$ cat src/rtl/ps2_mouse_pkg.sv
// Shared states and constants for the PS/2 mouse tracker.
// No logic; types and localparams only.
// No flow control.
package ps2_mouse_pkg;

    typedef enum logic [2:0] {
        SEND_EN,
        WAIT_SENT,
        WAIT_ACK,
        BYTE0,
        BYTE1,
        BYTE2
    } mouse_state_t;

    localparam logic [7:0] CMD_ENABLE_REPORTING = 8'hF4;
    localparam logic [7:0] RESP_ACK             = 8'hFA;
    localparam logic [7:0] RESP_RESEND          = 8'hFE;
    localparam int         COORD_W              = 10;

endpackage

$ cat src/rtl/mouse_axis_clamp.sv
// One cursor axis: applies a signed 9-bit delta (optionally doubled under MOUSE_ACCEL_EN), saturates to [0, limit-1].
// Latency: purely combinational.
// No flow control.
module mouse_axis_clamp
    import ps2_mouse_pkg::*;
(
    input  logic [COORD_W-1:0] cur,
    input  logic signed [8:0]  delta,
    input  logic               neg,
    input  logic [COORD_W-1:0] limit,
    output logic [COORD_W-1:0] nxt
);

`ifdef MOUSE_ACCEL_EN
    // Doubled deltas can reach 512 on top of a 639 position, so one extra bit.
    localparam int SUM_W = 12;
`else
    localparam int SUM_W = 11;
`endif

    logic signed [SUM_W-1:0] d_ext;
    logic signed [SUM_W-1:0] d_scl;
    logic signed [SUM_W-1:0] cur_ext;
    logic signed [SUM_W-1:0] lim_ext;
    logic signed [SUM_W-1:0] sum;

    always_comb begin
        d_ext   = {{(SUM_W-9){delta[8]}}, delta};
        cur_ext = {{(SUM_W-COORD_W){1'b0}}, cur};
        lim_ext = {{(SUM_W-COORD_W){1'b0}}, limit};
        d_scl   = d_ext;
`ifdef MOUSE_ACCEL_EN
        if ((d_ext >= 8) || (d_ext <= -8)) begin
            d_scl = d_ext <<< 1;
        end
`endif
        sum = neg ? (cur_ext - d_scl) : (cur_ext + d_scl);
        if (sum < 0) begin
            nxt = '0;
        end else if (sum >= lim_ext) begin
            nxt = limit - COORD_W'(1);
        end else begin
            nxt = sum[COORD_W-1:0];
        end
    end

endmodule

$ cat src/rtl/ps2_mouse_tracker.sv
// Enables PS/2 mouse reporting, assembles 3-byte packets, tracks a clamped cursor (MOUSE_ACCEL_EN doubles large deltas).
// Latency: position/buttons/pkt_valid update on the edge after the third byte strobe.
// No backpressure: strobes are consumed every cycle; send_command is level-held until done or failed.
module ps2_mouse_tracker
    import ps2_mouse_pkg::*;
#(
    parameter int SCREEN_W    = 640,
    parameter int SCREEN_H    = 480,
    parameter int CURSOR_S    = 4,
    parameter int ACK_TIMEOUT = 5000000,
    parameter int PKT_TIMEOUT = 1000000
) (
    input  logic       Clk,
    input  logic       Reset_n,
    input  logic [7:0] received_data,
    input  logic       received_data_en,
    input  logic       command_was_sent,
    input  logic       error_communication_timed_out,
    output logic [7:0] the_command,
    output logic       send_command,
    output logic [9:0] MouseX,
    output logic [9:0] MouseY,
    output logic [9:0] MouseS,
    output logic       LeftBtn,
    output logic       RightBtn,
    output logic       pkt_valid,
    output logic       init_done
);

    localparam int CNT_MAX = (ACK_TIMEOUT > PKT_TIMEOUT) ? ACK_TIMEOUT : PKT_TIMEOUT;
    localparam int CNT_W   = $clog2(CNT_MAX) + 1;
    localparam logic [CNT_W-1:0] ACK_LAST = CNT_W'(ACK_TIMEOUT - 1);
    localparam logic [CNT_W-1:0] PKT_LAST = CNT_W'(PKT_TIMEOUT - 1);

    mouse_state_t        state_q, state_d;
    logic [CNT_W-1:0]    cnt_q, cnt_d;
    logic [COORD_W-1:0]  x_q, x_d, y_q, y_d, x_nxt, y_nxt;
    logic [1:0]          btn_q, btn_d, btn_pend_q, btn_pend_d;
    logic [1:0]          ovf_q, ovf_d;
    logic                xs_q, xs_d, ys_q, ys_d;
    logic [7:0]          dx_lo_q, dx_lo_d;
    logic                pkt_valid_q, pkt_valid_d;
    logic                init_done_q, init_done_d;
    logic                send_cmd_q, send_cmd_d;

    // Y delta comes straight off the bus so the update lands one edge after the last strobe.
    mouse_axis_clamp u_clamp_x (
        .cur   (x_q),
        .delta ({xs_q, dx_lo_q}),
        .neg   (1'b0),
        .limit (COORD_W'(SCREEN_W)),
        .nxt   (x_nxt)
    );

    mouse_axis_clamp u_clamp_y (
        .cur   (y_q),
        .delta ({ys_q, received_data}),
        .neg   (1'b1),
        .limit (COORD_W'(SCREEN_H)),
        .nxt   (y_nxt)
    );

    always_comb begin
        state_d     = state_q;
        cnt_d       = cnt_q;
        x_d         = x_q;
        y_d         = y_q;
        btn_d       = btn_q;
        btn_pend_d  = btn_pend_q;
        ovf_d       = ovf_q;
        xs_d        = xs_q;
        ys_d        = ys_q;
        dx_lo_d     = dx_lo_q;
        pkt_valid_d = 1'b0;
        init_done_d = init_done_q;
        send_cmd_d  = send_cmd_q;
        case (state_q)
            SEND_EN: begin
                send_cmd_d = 1'b1;
                cnt_d      = '0;
                state_d    = WAIT_SENT;
            end
            WAIT_SENT: begin
                if (command_was_sent) begin
                    send_cmd_d = 1'b0;
                    cnt_d      = '0;
                    state_d    = WAIT_ACK;
                end else if (error_communication_timed_out) begin
                    send_cmd_d = 1'b0;
                    state_d    = SEND_EN;
                end
            end
            WAIT_ACK: begin
                cnt_d = cnt_q + CNT_W'(1);
                if (received_data_en) begin
                    if (received_data == RESP_ACK) begin
                        init_done_d = 1'b1;
                        cnt_d       = '0;
                        state_d     = BYTE0;
                    end
                end else if (cnt_q >= ACK_LAST) begin
                    state_d = SEND_EN;
                end
            end
            BYTE0: begin
                cnt_d = '0;
                if (received_data_en && received_data[3]) begin
                    btn_pend_d = received_data[1:0];
                    xs_d       = received_data[4];
                    ys_d       = received_data[5];
                    ovf_d      = received_data[7:6];
                    state_d    = BYTE1;
                end
            end
            BYTE1: begin
                cnt_d = cnt_q + CNT_W'(1);
                if (received_data_en) begin
                    dx_lo_d = received_data;
                    cnt_d   = '0;
                    state_d = BYTE2;
                end else if (cnt_q >= PKT_LAST) begin
                    cnt_d   = '0;
                    state_d = BYTE0;
                end
            end
            BYTE2: begin
                cnt_d = cnt_q + CNT_W'(1);
                if (received_data_en) begin
                    if (ovf_q == 2'b00) begin
                        x_d = x_nxt;
                        y_d = y_nxt;
                    end
                    btn_d       = btn_pend_q;
                    pkt_valid_d = 1'b1;
                    cnt_d       = '0;
                    state_d     = BYTE0;
                end else if (cnt_q >= PKT_LAST) begin
                    cnt_d   = '0;
                    state_d = BYTE0;
                end
            end
            default: state_d = SEND_EN;
        endcase
    end

    always_ff @(posedge Clk or negedge Reset_n) begin
        if (!Reset_n) begin
            state_q     <= SEND_EN;
            cnt_q       <= '0;
            x_q         <= COORD_W'(SCREEN_W / 2);
            y_q         <= COORD_W'(SCREEN_H / 2);
            btn_q       <= 2'b00;
            btn_pend_q  <= 2'b00;
            ovf_q       <= 2'b00;
            xs_q        <= 1'b0;
            ys_q        <= 1'b0;
            dx_lo_q     <= 8'h00;
            pkt_valid_q <= 1'b0;
            init_done_q <= 1'b0;
            send_cmd_q  <= 1'b0;
        end else begin
            state_q     <= state_d;
            cnt_q       <= cnt_d;
            x_q         <= x_d;
            y_q         <= y_d;
            btn_q       <= btn_d;
            btn_pend_q  <= btn_pend_d;
            ovf_q       <= ovf_d;
            xs_q        <= xs_d;
            ys_q        <= ys_d;
            dx_lo_q     <= dx_lo_d;
            pkt_valid_q <= pkt_valid_d;
            init_done_q <= init_done_d;
            send_cmd_q  <= send_cmd_d;
        end
    end

    assign the_command  = CMD_ENABLE_REPORTING;
    assign send_command = send_cmd_q;
    assign MouseX       = x_q;
    assign MouseY       = y_q;
    assign MouseS       = COORD_W'(CURSOR_S);
    assign LeftBtn      = btn_q[0];
    assign RightBtn     = btn_q[1];
    assign pkt_valid    = pkt_valid_q;
    assign init_done    = init_done_q;

endmodule

$ cat config.mk
export PLATFORM = sky130hd
export DESIGN_NAME = ps2_mouse_tracker
export DESIGN_NICKNAME = d
export VERILOG_FILES = /design/src/rtl/ps2_mouse_pkg.sv /design/src/rtl/mouse_axis_clamp.sv /design/src/rtl/ps2_mouse_tracker.sv
export SDC_FILE = /design/constraint.sdc
export NUM_CORES = 1
export LEC_CHECK = 0
export ABC_AREA = 1
export BUFFER_PORTS_ARGS = -buffer_cell sky130_fd_sc_hd__buf_4
export CAP_MARGIN = 0
export CORE_AREA = 2 2 88 154
export CTS_CLUSTER_SIZE = 14
export DETAILED_ROUTE_END_ITERATION = 10
export DIE_AREA = 0 0 90 156
export SLEW_MARGIN = 10
export SYNTH_ARGS = -nofsm -noshare
export SYNTH_HDL_FRONTEND = slang
export SYNTH_SLANG_ARGS = --single-unit
$ cat constraint.sdc
create_clock -name Clk -period 2.76 [get_ports Clk]
set_clock_uncertainty 0.2 [all_clocks]
set_input_delay 0.828 -clock Clk [delete_from_list [all_inputs] [get_ports Clk]]
set_output_delay 0.828 -clock Clk [all_outputs]
set_load 0.01 [all_outputs]
Yosys cells after proc, flatten, opt, wreduce, memory -nomap -nowiden. Cells that the tools add are included.

Flip-flop bits (word level): 66. Latch bits: 0. RAM bits: 0. Bits in read-only memories: 0. Logic and storage cells: 73. Memories: 0.

Add/sub/neg operators: 3. Multipliers: 0. Div/mod/pow operators: 0. Order comparisons: 6. Equal/unequal tests: 11. Shift operators: 0. Multiplexer cells: 25. Bitwise gates (word level): 0. Reductions and logical operators: 15.

Operators with widths (number): 24-bit 2-to-1 mux (5); 24-bit one-hot mux with 4 select lines (1); 10-bit 2-to-1 mux (4); 3-bit 2-to-1 mux (9); 24-bit by 1-bit adder with 24-bit output, second input constant (1); 24-bit by 20-bit >= comparator with 1-bit output, second input constant (1); 24-bit by 23-bit >= comparator with 1-bit output, second input constant (1); 11-bit by 1-bit < comparator with 1-bit output, second input constant (2); 3-bit one-hot mux with 6 select lines (1); 11-bit by 9-bit adder with 11-bit output (1); 11-bit by 10-bit >= comparator with 1-bit output, second input constant (1); 11-bit >= comparator, second input constant (1); 11-bit by 9-bit subtractor with 11-bit output (1); 2-bit AND reduction (5); 3-bit inequality test, second input constant (3); 8-bit == test, second input constant (1); 3-bit by 2-bit == test with 1-bit output, second input constant (2); 3-bit == test, second input constant (2); 3-bit AND reduction (2); 1-bit 2-to-1 mux (4); 2-bit inequality test, second input constant (2); 4-bit AND reduction (1); 4-bit nonzero test (1); 2-bit OR reduction (2); 6 further kinds (6).

Longest topological paths before layout. Gate-level depths: netlist of run 1.

Depth in word-level cells: 4. Depth in mapped cells: 14.

Modules after synthesis. Synthesis of run 1 repeated with hierarchy kept, for this count alone.

Cell total of the unflattened synthesis: 946. Area total of the unflattened synthesis: 6583.8 µm².

By module, submodules not included: ps2_mouse_tracker (instances 1, cells each 473, area each 3882.5 µm²); mouse_axis_clamp at u_clamp_y (instances 1, cells each 235, area each 1371.3 µm²); mouse_axis_clamp at u_clamp_x (instances 1, cells each 238, area each 1330.0 µm²).

Worst setup path after synthesis of run 1. Ideal clock, no wire load.

Kind: input to register. From: input received_data[0]. To: register y_q[0] (netlist: MouseY[0]). Setup time: 0.117 ns. Arrival time: 2.256 ns. Data required time: 2.443 ns. Setup slack: 0.188 ns. Stages: 12. Cell sequence: ha_1 > fa_1 > inv_1 > nand3_1 > nand3_1 > nand2_1 > nand3_1 > nand2_1 > nand3_1 > nand3_1 > nand2_1 > nand2_1.

Word-level cells in the longest chain between the ends: 4. Elaborated cells on any way between the ends: 5. Those cells by class: add/sub (1); order compare (2); mux (2).

RTL lines: from (decl) (RTL line ps2_mouse_tracker.sv:15) `input logic [7:0] received_data,`; 11-bit by 9-bit subtractor with 11-bit output (*) (RTL line mouse_axis_clamp.sv:37) `sum = neg ? (cur_ext - d_scl) : (cur_ext + d_scl);`; 11-bit by 10-bit >= comparator with 1-bit output (RTL line mouse_axis_clamp.sv:40) `end else if (sum >= lim_ext) begin`; 10-bit 2-to-1 mux (RTL line mouse_axis_clamp.sv:40); 10-bit 2-to-1 mux (*) (RTL line mouse_axis_clamp.sv:38) `if (sum < 0) begin`; to (signal assigned) (RTL line ps2_mouse_tracker.sv:151) `y_q <= COORD_W'(SCREEN_H / 2);`; to (signal assigned) (RTL line ps2_mouse_tracker.sv:165) `y_q <= y_d;`; to (decl) (RTL line ps2_mouse_tracker.sv:37) `logic [COORD_W-1:0] x_q, x_d, y_q, y_d, x_nxt, y_nxt;`.

Mark *: on every way between the ends. The rest lies on a longest branch, timed or not. A chain may end at the register's enable or synchronous reset.

Worst setup path after layout of run 1.
From: input received_data[0]. To: register y_q[1] (netlist: MouseY[1]).

Same word-level chain as after synthesis.

==> summary.txt, run 1 <==
Run status
  – Outcome: completed

Clocking
  – Root buf cell: clkbuf_16
  – Cts hold-fix bufs: 0
  – Number of instances resized during post-cts repair: 0
  – CTS tree: built
  – Clock Sinks: 66
  – Clk_lat worst skew: 0.33 ns
  – H-tree levels: 3
  – CTS buffer count: 9
  – Clock Tree Buf Depth: 2
  – Post-CTS setup buffers: 0
  – Clock slew at reported path FFs: 0.05 ns

Power and ir drop
  – Peak supply drop: 634 uV
  – PD cells: 895 mW/mm2
  – Pleak: 3.12 nW

Worst setup path
  – Reg2Reg Launch Point: cnt_q[0]
  – Slowest cell delay on critical path: 0.39 ns
  – Critical Path End Type: register
  – Worst r2r path cells: 10
  – Reg2reg end: cnt_q[2]
  – CP Max Fanout: 8
  – Arrival @ worst endpoint: 2.56 ns
  – Startpoint Class: primary input
  – Kind of critical path: primary input to register
  – Reg2reg setup slack: 0.30 ns
  – CP top delay family: simple AND/OR/NAND/NOR gates
  – Critical-path cell list: buf_4 -> ha_1 -> fa_1 -> inv_1 -> buf_4 -> nand2_1 -> nand3_1 -> nand2_1 -> nand2_1 -> nor2_1 -> nand3_1 -> nand3_1 -> nand2_1 -> nand2_1
  – Most Frequent Cell on Critical Path: nand2_1
  – Crit path buffers/inverters: 3
  – Slowest CP cell: fa_1
  – Critical Path RT: 2.78 ns

STA
  – Final hold viol count: 0
  – Slew HR: 63.3%
  – RSZ-0062 raised after global routing: no
  – Worst-margin pin slew: 0.549 ns
  – Post-layout min period: 2.54 ns
  – Max-slew violations: 0
  – Final setup violation count: 0
  – Tcrit/Tclk final: 92.1%
  – Final setup margin: 0.218 ns
  – F_max: 393 MHz

Routing
  – DR vias/cell: 5.00
  – Detail Route Antenna Nets: 0
  – Drt total wl: 14300 um
  – Routed len/inst: 14.7 um
  – Detailed Route Iter0 Violations: 232
  – 1st-pass router iterations: 4
  – Total number of vias: 4870
  – DRC Markers: 0

Floorplanning
  – Core ar.: 0.0128 mm2
  – I/O pins: 56
  – DIE WIDTH: 90 um
  – Initial Util: 39.2%
  – Rows: 55
  – Die H: 156 um
  – Die ar.: 0.0140 mm2

Layout
  – Final core occ: 45.9%
  – # fillers: 1343
  – Final nets: 834
  – Final Non-Filler Cells: 974
  – Area delta synth->final: 17.1%
  – Layout cells sized above 1: 13.8%
  – Ant. Diodes: 0

Global routing
  – Met1 Use GR: 20.2%
  – Vias in the first global route: 4789
  – GRT Overall Usage: 21.1%
  – Largest net degree at the start of global routing: 39
  – Met2 Use GR: 41.8%
  – GR Overflow Total: 0
  – Met3 Usage GRT: 2.85%
  – GRT Max-Usage Layer: met2
  – Initial antenna violation count: 0
  – First-pass GRT wire length: 23100 um

Logic synthesis
  – Commonest cells in the netlist: 258 x nand2_1, 87 x inv_1, 66 x nor2_1, 62 x nand3_1, 60 x dfrtp_1
  – Post-synth EDFFs: 0
  – Main synth FF type: dfrtp_1
  – Synth Cell Area: 0.00502 mm2
  – Syn. warnings: 0
  – Post-Syn Instances: 737
  – Synth area leader: dfrtp_1
  – Synth top area share: 29.9%
  – Most numerous cell in the Yosys netlist: nand2_1
  – Top post-synthesis cells by area: dfrtp_1 30%, nand2_1 19%, inv_1 6.5%
  – Post-synthesis async set-or-reset flop share: 100%
  – Seq cells post-synth: 66
  – Sequential-to-total area share from yosys stat: 33.1%
  – Synth cell types: 41
  – Syn_area_per_cell: 6.81 um2

Place
  – Placed Instances: 958
  – HPWL after DPL: 11400 um
  – RePlAce Congestion: 0.945
  – Setup slack at placement: -0.126 ns
  – IO buf count: 37

Flow run
  – Max Cap Viol: 0

Hold path
  – Hold Path Class: primary input to asynchronous set/reset pin
worst max-delay path by stage:
stage                     cells after the start              from   endpoint  slack [ns]
after global routing                         14  received_data[0]  MouseY[2]        0.04
after detailed placement                     14  received_data[0]  MouseY[2]       -0.13
final                                        14  received_data[0]  MouseY[1]        0.22
after global placement                       14  received_data[0]  MouseY[3]       -0.09
after floorplan                              12  received_data[0]  MouseY[0]        0.19
after CTS                                    13        dx_lo_q[0]  MouseX[1]        0.20
power breakdown:
part	leakage (nW)	internal, mW	total, mW	switching (mW)
registers	0.868	1.26	1.56	0.297
logic	2.11	1.11	2.67	1.56
clock network	0.138	0.623	1.03	0.411
total	3.12	2.99	5.26	2.27
cells in the final DEF, fill, tap and decap left out, drive strengths merged, types with 6 or more instances in the layout:
master	instances
nand2	262
ha	21
o21ai	31
conb	18
a21oi	13
dfstp	6
clkbuf	10
buf	67
nand3	63
nor3	11
clkinv	6
nor2	71
nand4	22
xor2	15
o211ai	9
inv	90
dfrtp	60
xnor2	9
metrics by stage:
stage | power, mW | cell area, um2 | hold WS (ns) | setup TNS [ns]
3_5_place_dp | 4.25 | 5610 | 0.264 | -0.869
2_1_floorplan | 3.19 | 5080 | 0.249 | 0
5_1_grt | 5.70 | 5880 | 0.257 | 0
4_1_cts | 5.32 | 5880 | 0.247 | 0
6_report | 5.26 | 5880 | 0.236 | 0
3_3_place_gp | 4.22 | 5610 | 0.263 | -0.542
state kept, by name, indices dropped and copies added (netlist names), 2 cells and up:
signal and cells:
MouseX 10, btn_pend_q 2, ovf_q 2, cnt_q 24, state_q 3, MouseY 10
dx_lo_q 8, btn_q 2
final cells by class:
| class | instances | area [um2] | area share (%) |
|---|---|---|---|
| Multi-Input combinational cell | 563 | 2860 | 48.6 |
| Sequential cell | 66 | 1660 | 28.2 |
| Clock inverter | 6 | 32.5 | 0.553 |
| Inverter | 91 | 347 | 5.90 |
| Clock buffer | 10 | 239 | 4.07 |
| Timing Repair Buffer | 67 | 528 | 8.98 |
| Tap cell | 171 | 214 | 3.64 |
cells by family after synthesis:
logic type                 count (synthesis)  share of synthesized area (%)
adders and majority gates                 23                           6.03
AOI/OAI and AO/OA                         65                           7.90
xor gates and xnor gates                  24                           4.19
and+or+nand+nor                          433                           37.5
other                                      2                          0.150
DFF                                       66                           33.1
buffers and inverters                    124                           11.2
layer usage:
metal	share of wire (%)	up-vias
li1	-	2459
met2	57	108
met3	3.1	32
met5	0	-
met4	4.4	0
met1	36	2271
(Power assumes the default switching activity.)
==> run 2: changes to the inputs <==
--- a/config.mk
+++ b/config.mk
@@ -12,6 +12,7 @@
 export CTS_CLUSTER_SIZE = 14
 export DETAILED_ROUTE_END_ITERATION = 10
 export DIE_AREA = 0 0 90 156
+export MAX_ROUTING_LAYER = met4
 export SLEW_MARGIN = 10
 export SYNTH_ARGS = -nofsm -noshare
 export SYNTH_HDL_FRONTEND = slang
==> summary.txt, run 2 (same netlist as run 1, synthesis figures left out) <==
Global routing
  – GRT Overall Usage: 22.3% (+1.2 points)
  – First-pass GRT wire length: 23700 um (+2.8%)
  – Initial antenna violation count: 0 (unchanged)
  – Vias in the first global route: 4886 (+2.0%)
  – GR Overflow Total: 0 (unchanged)
  – Largest net degree at the start of global routing: 32 (-18%)

STA
  – RSZ-0062 raised after global routing: no
  – Slew HR: 66.0% (+2.7 points)
  – Max-slew violations: 0 (unchanged)
  – F_max: 395 MHz (+0.45%)
  – Post-layout min period: 2.53 ns (-0.0113 ns)
  – Final setup margin: 0.229 ns (+0.0113 ns)
  – Tcrit/Tclk final: 91.7% (-0.41 points)
  – Final hold viol count: 0 (unchanged)
  – Worst-margin pin slew: 0.508 ns (-0.0408 ns)
  – Final setup violation count: 0 (unchanged)
  – Setup TNS: 0 ns (unchanged)

Layout
  – # fillers: 1347 (+0.30%)
  – Commonest cells after routing, fill and taps aside: 258 x nand2_1, 87 x inv_1, 68 x buf_4
  – Multi-input gate area: 0.00286 mm2 (+0.18%)
  – Layout cells sized above 1: 13.9% (+0.073 points)
  – Register area: 0.00166 mm2 (unchanged)
  – Biggest register: cnt_q
  – Final nets: 837 (+0.36%)
  – Max reg flops: 24 (unchanged)
  – Ant. Diodes: 0 (unchanged)
  – Most common cell after layout, fill and taps aside: nand2_1
  – Area delta synth->final: 18.1%
  – Final Non-Filler Cells: 977 (+0.31%)

Floorplanning
  – Rows: 55 (unchanged)
  – Die ar.: 0.0140 mm2 (unchanged)
  – DIE WIDTH: 90 um (unchanged)
  – Core ar.: 0.0128 mm2 (unchanged)
  – I/O pins: 56 (unchanged)
  – Initial Util: 39.2% (unchanged)
  – Die H: 156 um (unchanged)

Place
  – HPWL after DPL: 11700 um (+2.2%)
  – Setup slack at placement: -0.0907 ns (+0.0348 ns)
  – IO buf count: 37 (unchanged)
  – RePlAce Congestion: 1.01 (+6.5%)
  – Placed Instances: 961 (+0.31%)

Clocking
  – Root buf cell: clkbuf_16
  – Clock Tree Buf Depth: 2 (unchanged)
  – Clock slew at reported path FFs: 0.06 ns (about the same)
  – CTS buffer count: 9 (unchanged)
  – Clk_lat worst skew: 0.34 ns (about the same)
  – Clock Sinks: 66 (unchanged)
  – H-tree levels: 3 (unchanged)
  – CTS tree: built
  – Post-CTS setup buffers: 0 (unchanged)

Routing
  – DRC Markers: 0 (unchanged)
  – Drt total wl: 14600 um (+2.3%)
  – Detail Route Antenna Nets: 0 (unchanged)
  – DR vias/cell: 5.00 (about the same)
  – Detailed Route Iter0 Violations: 210 (-9.5%)
  – Total number of vias: 4884 (+0.29%)
  – Routed len/inst: 15.0 um (+2.0%)
  – 1st-pass router iterations: 4 (unchanged)

Worst setup path
  – Startpoint Class: primary input
  – Critical Path RT: 2.78 ns (about the same)
  – Arrival @ worst endpoint: 2.55 ns (about the same)
  – Critical Path End Type: register
  – CP Max Fanout: 8 (unchanged)
  – Kind of critical path: primary input to register

Flow run
  – Max Cap Viol: 0 (unchanged)

Power and ir drop
  – Sequential power share: 28.4% (-1.1 points)
  – Switching power: 2.30 mW (+1.1%)
  – Peak supply drop: 633 uV (-0.23%)
  – PD cells: 913 mW/mm2 (+2.0%)
  – Net Sw Frac: 42.4% (-0.72 points)
  – Clk pwr share: 21.3% (+1.7 points)
  – Gate power share: 50.3% (-0.5 points)
  – Internal power component: 3.11 mW (+4.1%)
  – Pleak: 3.14 nW (+0.66%)

Hold path
  – Hold Path Class: primary input to asynchronous set/reset pin

Run status
  – Outcome: completed
[run 2: cell types whose count changed in the layout (fill, tap and decap cells not counted), sizes merged]
cell,change
buf,+3
clkbuf,+3
clkinv,-3
bufinv,+1
clkinvlp,-1
[run 2: layout make-up]
class                   count  share of cell area (%)
clock buffers              13                    4.22
clock inverters             3                   0.676
inverters                  91                    5.85
multi-input cells         563                    48.3
flip-flops and latches     66                    28.0
well taps                 171                    3.61
repair buffers             70                    9.29
[run 2: power by group through the flow]
| stage | Combinational, mW | Clock [mW] | Sequential [mW] |
|---|---|---|---|
| after global placement | 2.68 | 0 | 1.55 |
| after global routing | 3.06 | 1.21 | 1.57 |
| final | 2.72 | 1.15 | 1.54 |
| after CTS | 2.72 | 1.18 | 1.54 |
| after floorplan | 1.68 | 0 | 1.51 |
| after detailed placement | 2.71 | 0 | 1.56 |
[run 2: worst paths after layout]
path | from | endpoint | slack (ns) | cells past startpoint
min | Reset_n | MouseX[3] | 0.23 | 1
max reg2reg | MouseX[0] | MouseX[5] | 0.38 | 13
min in group Clk | btn_q[1] | btn_q[1] | 0.28 | 2
min reg2reg | btn_q[1] | btn_q[1] | 0.28 | 2
max in group asynchronous | Reset_n | MouseX[8] | 1.54 | 2
max | received_data[0] | MouseY[1] | 0.23 | 13
[run 2: repair_timing]
action,4_1_cts,5_1_grt
hold buffers,0,0
resized for setup,0,2
setup endpoints to repair,0,7
endpoints found under the hold margin,0,0
[run 2: stage by stage]
step           power (mW)  utilization (%)  hold slack (ns)  cell area (um2)
5_1_grt              5.84             46.3            0.265             5920
6_report             5.41             46.3            0.232             5920
2_1_floorplan        3.19                -            0.249             5080
3_5_place_dp         4.27             44.0            0.270             5630
3_3_place_gp         4.23             44.0            0.265             5630
4_1_cts              5.44             46.2            0.252             5920
[run 2: routing by layer]
layer,up-vias,track usage (%),share of wire [%]
met5,-,-,0
li1,2455,-,-
met1,2267,21.9,36
met3,46,2.56,2.8
met2,116,41.2,55
met4,0,14.1,5.8
[run 2: critical path, stage by stage]
cell     delay (ns)
buf_4          0.12
ha_1           0.22
fa_1           0.40
inv_1          0.09
nand3_1        0.07
nand3_1        0.11
nand2_1        0.08
nand3_1        0.12
nand2_1        0.06
nand3_1        0.23
nand3_1        0.11
nand2_1        0.08
nand2_1        0.04
==> run 3: changes to the inputs <==
--- a/config.mk
+++ b/config.mk
@@ -5,13 +5,12 @@
 export SDC_FILE = /design/constraint.sdc
 export NUM_CORES = 1
 export LEC_CHECK = 0
-export ABC_AREA = 1
 export BUFFER_PORTS_ARGS = -buffer_cell sky130_fd_sc_hd__buf_4
 export CAP_MARGIN = 0
-export CORE_AREA = 2 2 88 154
+export CORE_AREA = 2 2 83 145
 export CTS_CLUSTER_SIZE = 14
 export DETAILED_ROUTE_END_ITERATION = 10
-export DIE_AREA = 0 0 90 156
+export DIE_AREA = 0 0 85 147
 export MAX_ROUTING_LAYER = met4
 export SLEW_MARGIN = 10
 export SYNTH_ARGS = -nofsm -noshare
==> summary.txt, run 3 <==
Run status
  – Outcome: complete, but fails checks
  – Failing checks: negative setup slack

Power and ir drop
  – Peak supply drop: 516 uV (-19%)
  – Pleak: 2.66 nW (-15%)
  – PD cells: 920 mW/mm2 (+0.70%)
  – Total power: 5.22 mW (-3.6%)

Logic synthesis
  – Seq cells post-synth: 66 (unchanged)
  – Synth cell types: 68 (+66%)
  – Commonest cells in the netlist: 60 x dfrtp_1, 39 x nand2_1, 38 x nor2_1, 33 x o21ai_0, 32 x a21oi_1
  – Post-synthesis async set-or-reset flop share: 100% (unchanged)
  – Synth top area share: 34.0% (+4.1 points)
  – Main synth FF type: dfrtp_1
  – Most numerous cell in the Yosys netlist: dfrtp_1
  – Sequential-to-total area share from yosys stat: 37.6% (+4.5 points)
  – Syn. warnings: 0 (unchanged)
  – Syn_area_per_cell: 8.94 um2 (+31%)
  – Synth Cell Area: 0.00442 mm2 (-12%)
  – Top post-synthesis cells by area: dfrtp_1 34%, ha_1 5.9%, o21ai_0 3.7%
  – Synth area leader: dfrtp_1
  – Post-synth EDFFs: 0 (unchanged)
  – Post-Syn Instances: 494 (-33%)

STA
  – Slew HR: 60.6% (-5.5 points)
  – F_max: 353 MHz (-11%)
  – Post-layout min period: 2.83 ns (+0.300 ns)
  – Max-slew violations: 0 (unchanged)
  – Final setup margin: -0.0708 ns (-0.300 ns)
  – Setup TNS: -0.461 ns (-0.461 ns)
  – Final setup violation count: 11 (+11)
  – Tcrit/Tclk final: 103% (+11 points)
  – RSZ-0062 raised after global routing: yes
  – Final hold viol count: 0 (unchanged)
  – Worst-margin pin slew: 0.584 ns (+0.0762 ns)

Routing
  – DR vias/cell: 5.56 (+11%)
  – Detailed Route Iter0 Violations: 266 (+27%)
  – Total number of vias: 4068 (-17%)
  – DRC Markers: 0 (unchanged)
  – Detail Route Antenna Nets: 0 (unchanged)
  – Drt total wl: 11700 um (-20%)
  – Routed len/inst: 16.0 um (+6.6%)
  – 1st-pass router iterations: 6 (+2)

Global routing
  – Vias in the first global route: 4076 (-17%)
  – First-pass GRT wire length: 19600 um (-17%)
  – Initial antenna violation count: 0 (unchanged)
  – Largest net degree at the start of global routing: 40 (+25%)
  – GRT Overall Usage: 20.0% (-2.2 points)
  – GR Overflow Total: 0 (unchanged)

Layout
  – Commonest cells after routing, fill and taps aside: 103 x buf_4, 60 x dfrtp_1, 39 x nand2_1
  – Final core occ: 49.8% (+3.5 points)
  – Register area: 0.00166 mm2 (unchanged)
  – Multi-input gate area: 0.00263 mm2 (-8.3%)
  – Most common cell after layout, fill and taps aside: buf_4
  – Final Non-Filler Cells: 731 (-25%)
  – Area delta synth->final: 28.4%
  – Final nets: 627 (-25%)
  – Ant. Diodes: 0 (unchanged)
  – Biggest register: cnt_q
  – Layout cells sized above 1: 28.0% (+14 points)
  – Max reg flops: 24 (unchanged)
  – # fillers: 1080 (-20%)

Worst setup path
  – Setup crit start: received_data[2]
  – Critical Path RT: 2.83 ns (+0.05 ns)
  – CP Max Fanout: 6 (-2)
  – Slowest CP cell: or4b_4
  – Most Frequent Cell on Critical Path: buf_4
  – Arrival @ worst endpoint: 2.90 ns (+0.35 ns)
  – Startpoint Class: primary input
  – Critical-path cell list: buf_4 -> inv_1 -> ha_4 -> nor2b_4 -> o31a_1 -> buf_4 -> a311o_1 -> or4b_4 -> a41o_1
  – Slowest cell delay on critical path: 0.55 ns (+0.15 ns)
  – Critical Path End Type: register
  – Kind of critical path: primary input to register
  – Reg2Reg Launch Point: dx_lo_q[0]

Floorplanning
  – Die ar.: 0.0125 mm2 (-11%)
  – Initial Util: 38.8% (-0.41 points)
  – Die H: 147 um (-5.8%)
  – I/O pins: 56 (unchanged)
  – DIE WIDTH: 85 um (-5.6%)
  – Rows: 52 (-5.5%)
  – Core ar.: 0.0114 mm2 (-11%)

Hold path
  – Hold Path Class: primary input to asynchronous set/reset pin

Clocking
  – Clk_lat worst skew: 0.34 ns (about the same)
  – Clock Sinks: 66 (unchanged)
  – CTS buffer count: 9 (unchanged)
  – Cts hold-fix bufs: 0 (unchanged)
  – H-tree levels: 3 (unchanged)
  – CTS tree: built
  – Clock Tree Buf Depth: 2 (unchanged)
  – Clock slew at reported path FFs: 0.06 ns (about the same)
  – Root buf cell: clkbuf_16

Place
  – IO buf count: 37 (unchanged)
  – HPWL after DPL: 9060 um (-22%)
  – RePlAce Congestion: 0.948 (-5.8%)
  – Placed Instances: 711 (-26%)

Flow run
  – Max Cap Viol: 0 (unchanged)
-- run 3: changes by cell type after synthesis, sizes merged, moves of 19 or more --
cell   previous run  this run
a21oi            13        32
inv              90        26
nand2           262        39
nand3            63        17
nor2             71        38
-- run 3: through the flow --
step	instance area, um2	worst slack, ns	hold slack, ns
floorplan	4530	-0.412	0.274
global placement	5260	-0.597	0.284
detailed placement	5260	-0.651	0.292
CTS	5640	-0.111	0.282
global route	5670	-0.157	0.305
finish	5670	-0.0708	0.260
-- run 3: worst paths after layout --
| check | cells past startpoint | to | slack, ns |
|---|---|---|---|
| min in group Clk | 1 | ovf_q[1] | 0.31 |
| max | 9 | MouseY[5] | -0.07 |
| min reg2reg | 1 | ovf_q[1] | 0.31 |
| max reg2reg | 10 | MouseX[1] | -0.05 |
| max in group asynchronous | 2 | cnt_q[19] | 1.54 |
| min | 1 | cnt_q[0] | 0.26 |
-- run 3: worst max-delay path: cells and delay by family --
family / cells / cell delay (ns)
AO/OA/AOI/OAI: 3 / 0.85
AND/OR/NAND/NOR: 2 / 0.67
buffers and inverters: 3 / 0.34
adder cells (fa/ha/maj): 1 / 0.21
-- run 3: final cells by class --
cell class,instances,area share [%]
Clock inverter,7,1.39
Sequential cell,66,29.2
Clock buffer,9,3.97
Tap cell,135,2.98
Multi-Input combinational cell,383,46.3
Inverter,26,1.85
Timing Repair Buffer,105,14.2
-- run 3: power by group --
part | switching (mW) | leakage, nW | internal (mW)
registers | 0.207 | 0.867 | 1.22
logic | 1.35 | 1.64 | 1.28
clock network | 0.453 | 0.150 | 0.706
total | 2.01 | 2.66 | 3.20
-- run 3: cell families (layout without fill, tap and decap cells) --
group	Yosys count	in the layout	share of synthesized area (%)
flops	66	66	37.6
simple gates	174	174	20.2
compound gates	138	138	21.5
mux	16	16	3.99
fa+ha+maj	23	23	6.85
buf+inv	61	147	6.91
other cells	2	18	0.170
xor+xnor	14	14	2.78
-- run 3: metal layers --
layer  track usage (%)  up-vias  share of wire [%]
met5                 -        -                  0
met4              8.49        0                3.5
met3              3.15       26                3.2
met2              35.7       87                 56
met1              21.6     1973                 38
li1                  -     1982                  -
-- run 3: what timing repair did --
action | CTS | global route
gates resized for setup | 12 | 4
pin swaps | 14 | 2
buffers inserted | 3 | 3
setup endpoints to repair | 13 | 16
